===== config.mk =====
export PLATFORM = sky130hd
export DESIGN_NAME = keyboard_control_flat
export DESIGN_NICKNAME = d
export VERILOG_FILES = /design/src/rtl/keyboard_pkg.sv /design/src/rtl/keyboard_control_if.sv /design/src/rtl/keyboard_control_ps2_rx.sv /design/src/rtl/keyboard_control.sv /design/src/flat_wrapper.sv
export SDC_FILE = /design/constraint.sdc
export NUM_CORES = 1
export LEC_CHECK = 0
export CORE_UTILIZATION = 63
export DETAILED_ROUTE_END_ITERATION = 6
export HOLD_SLACK_MARGIN = 0.06
export PLACE_DENSITY = 0.85
export SLEW_MARGIN = 40
export SYNTH_ARGS = -nofsm -noshare
export SYNTH_HDL_FRONTEND = slang
export SYNTH_SLANG_ARGS = --single-unit

===== constraint.sdc =====
create_clock -name clk -period 3.45 [get_ports clk]
set_input_delay 0.69 -clock clk [delete_from_list [all_inputs] [get_ports clk]]
set_output_delay 0.69 -clock clk [all_outputs]
set_load 0.01 [all_outputs]

===== src/rtl/keyboard_pkg.sv =====
// Shared constants for the PS/2 keyboard front end: arrow-key scan codes and frame size.
package keyboard_pkg;

    localparam logic [7:0] SC_EXT   = 8'hE0;
    localparam logic [7:0] SC_BREAK = 8'hF0;
    localparam logic [7:0] SC_LEFT  = 8'h6B;
    localparam logic [7:0] SC_RIGHT = 8'h74;
    localparam logic [7:0] SC_DOWN  = 8'h72;
    localparam logic [7:0] SC_UP    = 8'h75;

    localparam int PS2_FRAME_BITS = 11;

    // A frame holds start, data, parity and stop, from bit 0 upwards.
    // It is good when start is 0, stop is 1, and data plus parity have odd parity.
    function automatic logic frame_ok(input logic [PS2_FRAME_BITS-1:0] frame);
        return (frame[0] == 1'b0) && (frame[PS2_FRAME_BITS-1] == 1'b1) && (^frame[9:1] == 1'b1);
    endfunction

endpackage


===== src/rtl/keyboard_control_if.sv =====
// PS/2 pins plus the decoded arrow-key pulses. The keyboard/board side drives the
// pins, and the front end drives the pulses.
interface keyboard_control_if;
    logic ps2_clk;
    logic ps2_data;
    logic left;
    logic right;
    logic down;
    logic up;

    modport master (
        output ps2_clk, ps2_data,
        input  left, right, down, up
    );

    modport slave (
        input  ps2_clk, ps2_data,
        output left, right, down, up
    );
endinterface


===== src/rtl/keyboard_control_ps2_rx.sv =====
// PS/2 receiver: synchronises the raw pins, samples data on ps2_clk falling edges,
// checks each 11-bit frame, and abandons partial frames after a period of silence.
module ps2_rx
    import keyboard_pkg::*;
#(
    parameter int TIMEOUT_CYCLES = 100000
) (
    input  logic       clk,
    input  logic       clrn,
    input  logic       ps2_clk,
    input  logic       ps2_data,
    output logic [7:0] rx_byte,
    output logic       rx_valid,
    output logic       rx_err
);

    localparam int TW = $clog2(TIMEOUT_CYCLES + 1);

    logic          clk_s1, clk_s2, clk_d;
    logic          dat_s1, dat_s2;
    logic          fall;
    logic [3:0]    bit_cnt;
    logic [9:0]    shift;
    logic [TW-1:0] timer;
    logic [PS2_FRAME_BITS-1:0] frame;
    logic          last_bit;

    // Two-flop synchronisers plus one extra stage on the clock for edge detection.
    // These reset to 1 so that an idle bus does not look like an edge.
    always_ff @(posedge clk or negedge clrn) begin
        if (!clrn) begin
            clk_s1 <= 1'b1;
            clk_s2 <= 1'b1;
            clk_d  <= 1'b1;
            dat_s1 <= 1'b1;
            dat_s2 <= 1'b1;
        end else begin
            clk_s1 <= ps2_clk;
            clk_s2 <= clk_s1;
            clk_d  <= clk_s2;
            dat_s1 <= ps2_data;
            dat_s2 <= dat_s1;
        end
    end

    assign fall     = clk_d & ~clk_s2;
    assign last_bit = (bit_cnt == 4'(PS2_FRAME_BITS - 1));
    // Full frame as it stands on the stop-bit edge: the stop bit is still on the data line.
    assign frame    = {dat_s2, shift};

    // Shift and bit counter. A down-counting timer is reloaded on every edge, and a
    // partial frame is dropped when the timer reaches its terminal count.
    always_ff @(posedge clk or negedge clrn) begin
        if (!clrn) begin
            bit_cnt <= '0;
            shift   <= '0;
            timer   <= TW'(TIMEOUT_CYCLES - 1);
        end else if (fall) begin
            timer <= TW'(TIMEOUT_CYCLES - 1);
            shift <= {dat_s2, shift[9:1]};
            if (last_bit) bit_cnt <= '0;
            else          bit_cnt <= bit_cnt + 4'd1;
        end else if (bit_cnt != '0) begin
            if (timer == '0) begin
                bit_cnt <= '0;
                timer   <= TW'(TIMEOUT_CYCLES - 1);
            end else begin
                timer <= timer - TW'(1);
            end
        end
    end

    // Registered byte strobe, or error strobe, one cycle after the stop-bit edge.
    always_ff @(posedge clk or negedge clrn) begin
        if (!clrn) begin
            rx_byte  <= '0;
            rx_valid <= 1'b0;
            rx_err   <= 1'b0;
        end else begin
            rx_valid <= 1'b0;
            rx_err   <= 1'b0;
            if (fall && last_bit) begin
                rx_byte <= frame[8:1];
                if (frame_ok(frame)) rx_valid <= 1'b1;
                else                 rx_err   <= 1'b1;
            end
        end
    end

endmodule


===== src/rtl/keyboard_control.sv =====
// Keyboard front end: receives PS/2 bytes, tracks the E0/F0 prefixes, and turns
// extended arrow-key make codes into one-cycle pulses.
module keyboard_control
    import keyboard_pkg::*;
#(
    parameter int TIMEOUT_CYCLES = 100000
) (
    input  logic                clk,
    input  logic                clrn,
    keyboard_control_if.slave   kbd
);

    logic [7:0] rx_byte;
    logic       rx_valid;
    logic       rx_err;
    logic       ext, brk;
    logic       left_q, right_q, down_q, up_q;

    ps2_rx #(.TIMEOUT_CYCLES(TIMEOUT_CYCLES)) u_rx (
        .clk      (clk),
        .clrn     (clrn),
        .ps2_clk  (kbd.ps2_clk),
        .ps2_data (kbd.ps2_data),
        .rx_byte  (rx_byte),
        .rx_valid (rx_valid),
        .rx_err   (rx_err)
    );

    // Prefix tracking and pulse generation. A bad frame drops any pending prefix, and
    // any non-prefix byte ends the sequence whether or not it was an arrow key.
    always_ff @(posedge clk or negedge clrn) begin
        if (!clrn) begin
            ext     <= 1'b0;
            brk     <= 1'b0;
            left_q  <= 1'b0;
            right_q <= 1'b0;
            down_q  <= 1'b0;
            up_q    <= 1'b0;
        end else begin
            left_q  <= 1'b0;
            right_q <= 1'b0;
            down_q  <= 1'b0;
            up_q    <= 1'b0;
            if (rx_err) begin
                ext <= 1'b0;
                brk <= 1'b0;
            end else if (rx_valid) begin
                if (rx_byte == SC_EXT) begin
                    ext <= 1'b1;
                end else if (rx_byte == SC_BREAK) begin
                    brk <= 1'b1;
                end else begin
                    if (ext && !brk) begin
                        case (rx_byte)
                            SC_LEFT:  left_q  <= 1'b1;
                            SC_RIGHT: right_q <= 1'b1;
                            SC_DOWN:  down_q  <= 1'b1;
                            SC_UP:    up_q    <= 1'b1;
                            default:  ;
                        endcase
                    end
                    ext <= 1'b0;
                    brk <= 1'b0;
                end
            end
        end
    end

    assign kbd.left  = left_q;
    assign kbd.right = right_q;
    assign kbd.down  = down_q;
    assign kbd.up    = up_q;

endmodule


===== src/flat_wrapper.sv =====
// flat-port wrapper written by rule: the top's interface ports become plain ports
module keyboard_control_flat import keyboard_pkg::*;
#(
    parameter int TIMEOUT_CYCLES = 100000
)
  (clk, clrn, kbd_ps2_clk, kbd_ps2_data, kbd_left, kbd_right, kbd_down, kbd_up);
  keyboard_control_if kbd_i ();
  input  logic clk;
  input  logic clrn;
  input wire logic [$bits(kbd_i.ps2_clk)-1:0] kbd_ps2_clk;
  input wire logic [$bits(kbd_i.ps2_data)-1:0] kbd_ps2_data;
  output wire logic [$bits(kbd_i.left)-1:0] kbd_left;
  output wire logic [$bits(kbd_i.right)-1:0] kbd_right;
  output wire logic [$bits(kbd_i.down)-1:0] kbd_down;
  output wire logic [$bits(kbd_i.up)-1:0] kbd_up;
  assign kbd_i.ps2_clk = kbd_ps2_clk;
  assign kbd_i.ps2_data = kbd_ps2_data;
  assign kbd_left = kbd_i.left;
  assign kbd_right = kbd_i.right;
  assign kbd_down = kbd_i.down;
  assign kbd_up = kbd_i.up;
  keyboard_control #(.TIMEOUT_CYCLES(TIMEOUT_CYCLES)) u_core (.clk(clk), .clrn(clrn), .kbd(kbd_i));
endmodule

==> summary.txt <==
status: finished, final reports clean
clock period minus final worst setup slack: 2350 ps
antenna viol nets, final: 0
Worst Path Class, Setup: reg -> reg
cell area after synthesis: 2520 µm²
Leakage: 0.00121 µW
total grt overflow: 0
area delta synth->final: 9.03%
CP arrival: 2570 ps
cts bufs inserted: 5
max-cap viol count: 0
worst skew pair latency: 310 ps
Synth async-reset ratio: 100%
Worst VDD drop: 0.364 mV
Synth Instances: 250
Setup-failing EPs final: 0
CTS tree: done
RSZ-0062 raised after global routing: false
worst-margin pin slew: 697 ps
pwr/cell area: 548 nW/µm²
die area: 4260 µm²
DR WL/cell: 15.7 µm
largest net degree at the start of global routing: 41
Final Hold Viols: 0
R2R cell count: 4
Crit path required time: 3670 ps
DR vias/cell: 6.19
HPWL after detailed placement: 3.34 mm
Slew Limit Headroom: 53.4%
reg2reg end: u_core.u_rx.timer[16]
crit path max fanout: 14
Synth Warn #: 0
setup TNS: 0 ps
Max Slew Vio Count: 0
initial antenna violation count: 0
Mean Syn Cell Area: 10.1 µm²
RePlAce Congestion: 0.898
Post CTS Setup Buffer Count: 0
Post-synth EDFFs: 0
I/O Pins: 8
Hold WS: 334 ps
Main synth FF type: dfrtp_1
GRT Util Overall: 25.7%
clock-pin slew on the worst setup and hold paths: 90 ps
Rows: 22
Final Cycle Share: 68.1%
Clock Tree Root: clkbuf_8
first-pass GRT wire length: 8.24 mm
Die Width: 65.3 µm
hold_buf cts: 0
final WL: 4.84 mm
core box area: 3740 µm²
worst hold-check path type: in -> async
post-synthesis sequential area ratio: 52.4%
critical-path cell list: nor4_1 -> nand4_1 -> and4_1 -> a211oi_1
number of global-route vias before repair: 1784
slowest stage delay, CP: 580 ps
FMAX: 426 MHz
post-CTS sizing: 0
Vias: 1912
DRC viols: 0
# nets final: 269
H-tree depth: 2
Ant. Diodes: 0
slowest CP cell: nand4_1
post-synthesis cell type count: 50
#FFs+latches synth: 52
Clock Path Buffers: 2
clk_skew: 3.74 ps
Initial Util: 67.3%
port buffer count: 7
nature of the critical path startpoint: flop
Worst Setup End Kind: flop
Critical R2R Launch: u_core.u_rx.timer[8]
Pre-antenna DRT Iters: 5
initial DRC count: 170
syn_nets: 259
layout cells sized above 1: 18.0%
R2R Setup Slk: 1100 ps
clk sinks: 52
Die Span Y: 65.3 µm
[metrics by stage]
step | instances | setup WS (ps) | util, % | total power (µW) | instance area (µm²)
after floorplan | 250 | 1490 | - | 1060 | 2520
after global placement | 301 | 1060 | 70.8 | 1140 | 2650
after detailed placement | 301 | 964 | 70.9 | 1160 | 2650
after CTS | 309 | 940 | 73.3 | 1510 | 2740
after global routing | 309 | 864 | 73.4 | 1590 | 2750
final | 309 | 1100 | 73.4 | 1510 | 2750
[cell usage in the layout (no fill, tap or decap), drive strengths merged, types with 3 or more instances in the layout]
cell type and count:
nand2 40, dfrtp 37, dfstp 15, nor2 14, inv 12, a31oi 12
nand4 9, o21ai 8, buf 7, mux2 7, nor4 7, xnor2 6
clkdlybuf4s50 6, or3 6, clkbuf 6, nand2b 5, nor3 5, ha 5
o22ai 4, a21oi 4, nand3 4, o22a 4, nor4b 3, or2 3
nor3b 3, or3b 3, or4 3
[worst max-delay path, delay by kind of cell, from the launching register on]
kind            cells  cell delay [ps]
compound gates      1              220
flops               1              470
simple gates        3             1570
[worst max-delay path by stage]
stage                           from                     to  slack, ps  cells after the start
2_1_floorplan   u_core.u_rx.timer[3]  u_core.u_rx.timer[10]       1490                      4
3_3_place_gp   u_core.u_rx.timer[11]  u_core.u_rx.timer[16]       1060                      4
3_5_place_dp   u_core.u_rx.timer[11]  u_core.u_rx.timer[16]        960                      4
4_1_cts        u_core.u_rx.timer[11]  u_core.u_rx.timer[16]        940                      4
5_1_grt         u_core.u_rx.timer[8]   u_core.u_rx.timer[4]        860                      4
6_report        u_core.u_rx.timer[8]  u_core.u_rx.timer[16]       1100                      4
[per-layer routing]
metal	vias up	track usage, %	wire length (µm)
met1	923	37.9	2320
met5	-	0	0
met2	68	37.2	2170
met4	0	9.24	62
met3	7	5.73	292
li1	914	-	-
[area by class of cell]
| class | count | area, µm² |
|---|---|---|
| inverters | 12 | 45.0 |
| repair buffers | 13 | 113 |
| fillers | 270 | 995 |
| clock inverters | 2 | 16.3 |
| clock buffers | 6 | 72.6 |
| multi-input cells | 176 | 1120 |
| flip-flops and latches | 52 | 1320 |
| well taps | 48 | 60.1 |
[power breakdown]
group / switching [µW] / leakage [µW] / internal (µW)
clock network: 203 / 0.0000414 / 145
registers: 102 / 0.000660 / 713
logic: 181 / 0.000508 / 162
total: 485 / 0.00121 / 1020
[registers in the layout, indices dropped and copies added, names as in the netlist, 4 cells and up]
| signal | flops |
|---|---|
| u_core.u_rx.shift | 10 |
| u_core.u_rx.rx_byte | 8 |
| u_core.u_rx.timer | 17 |
| u_core.u_rx.bit_cnt | 4 |
[kinds of logic after synthesis]
logic type	Yosys count	synth area share, %
XOR/XNOR	8	3.33
adder cells (fa/ha/maj)	5	2.48
buffers and inverters	22	3.37
AND/OR/NAND/NOR	114	24.2
flip-flops	52	52.4
AO/OA/AOI/OAI	42	11.0
multiplexers	7	3.28
[cell usage after synthesis (2+ instances only)]
library cell  number  area, µm²
o21ai_0            8       40.0
and4_1             2       17.5
dfrtp_1           37        926
o31ai_1            2       15.0
o22ai_1            4       25.0
nor3_1             5       25.0
a31oi_1           12       75.1
and3_1             2       12.5
mux2_2             6       67.6
xnor2_1            6       52.6
nor4_1             6       37.5
nand4_1            9       56.3
a21oi_1            4       20.0
inv_1             12       45.0
or3b_2             2       17.5
nor2_1            14       52.6
dfstp_2           15        394
buf_2              2       10.0
nand2_1           40        150
nor3b_1            3       22.5
or3_1              5       31.3
nand3_1            4       20.0
ha_1               5       62.6
clkbuf_1           7       26.3
or2_2              3       18.8
nand2b_1           5       31.3
o22a_1             3       26.3
nor4b_1            3       26.3
a21o_1             2       15.0
nor2b_1            2       12.5
No activity file was read; power rests on OpenSTA's default activity.
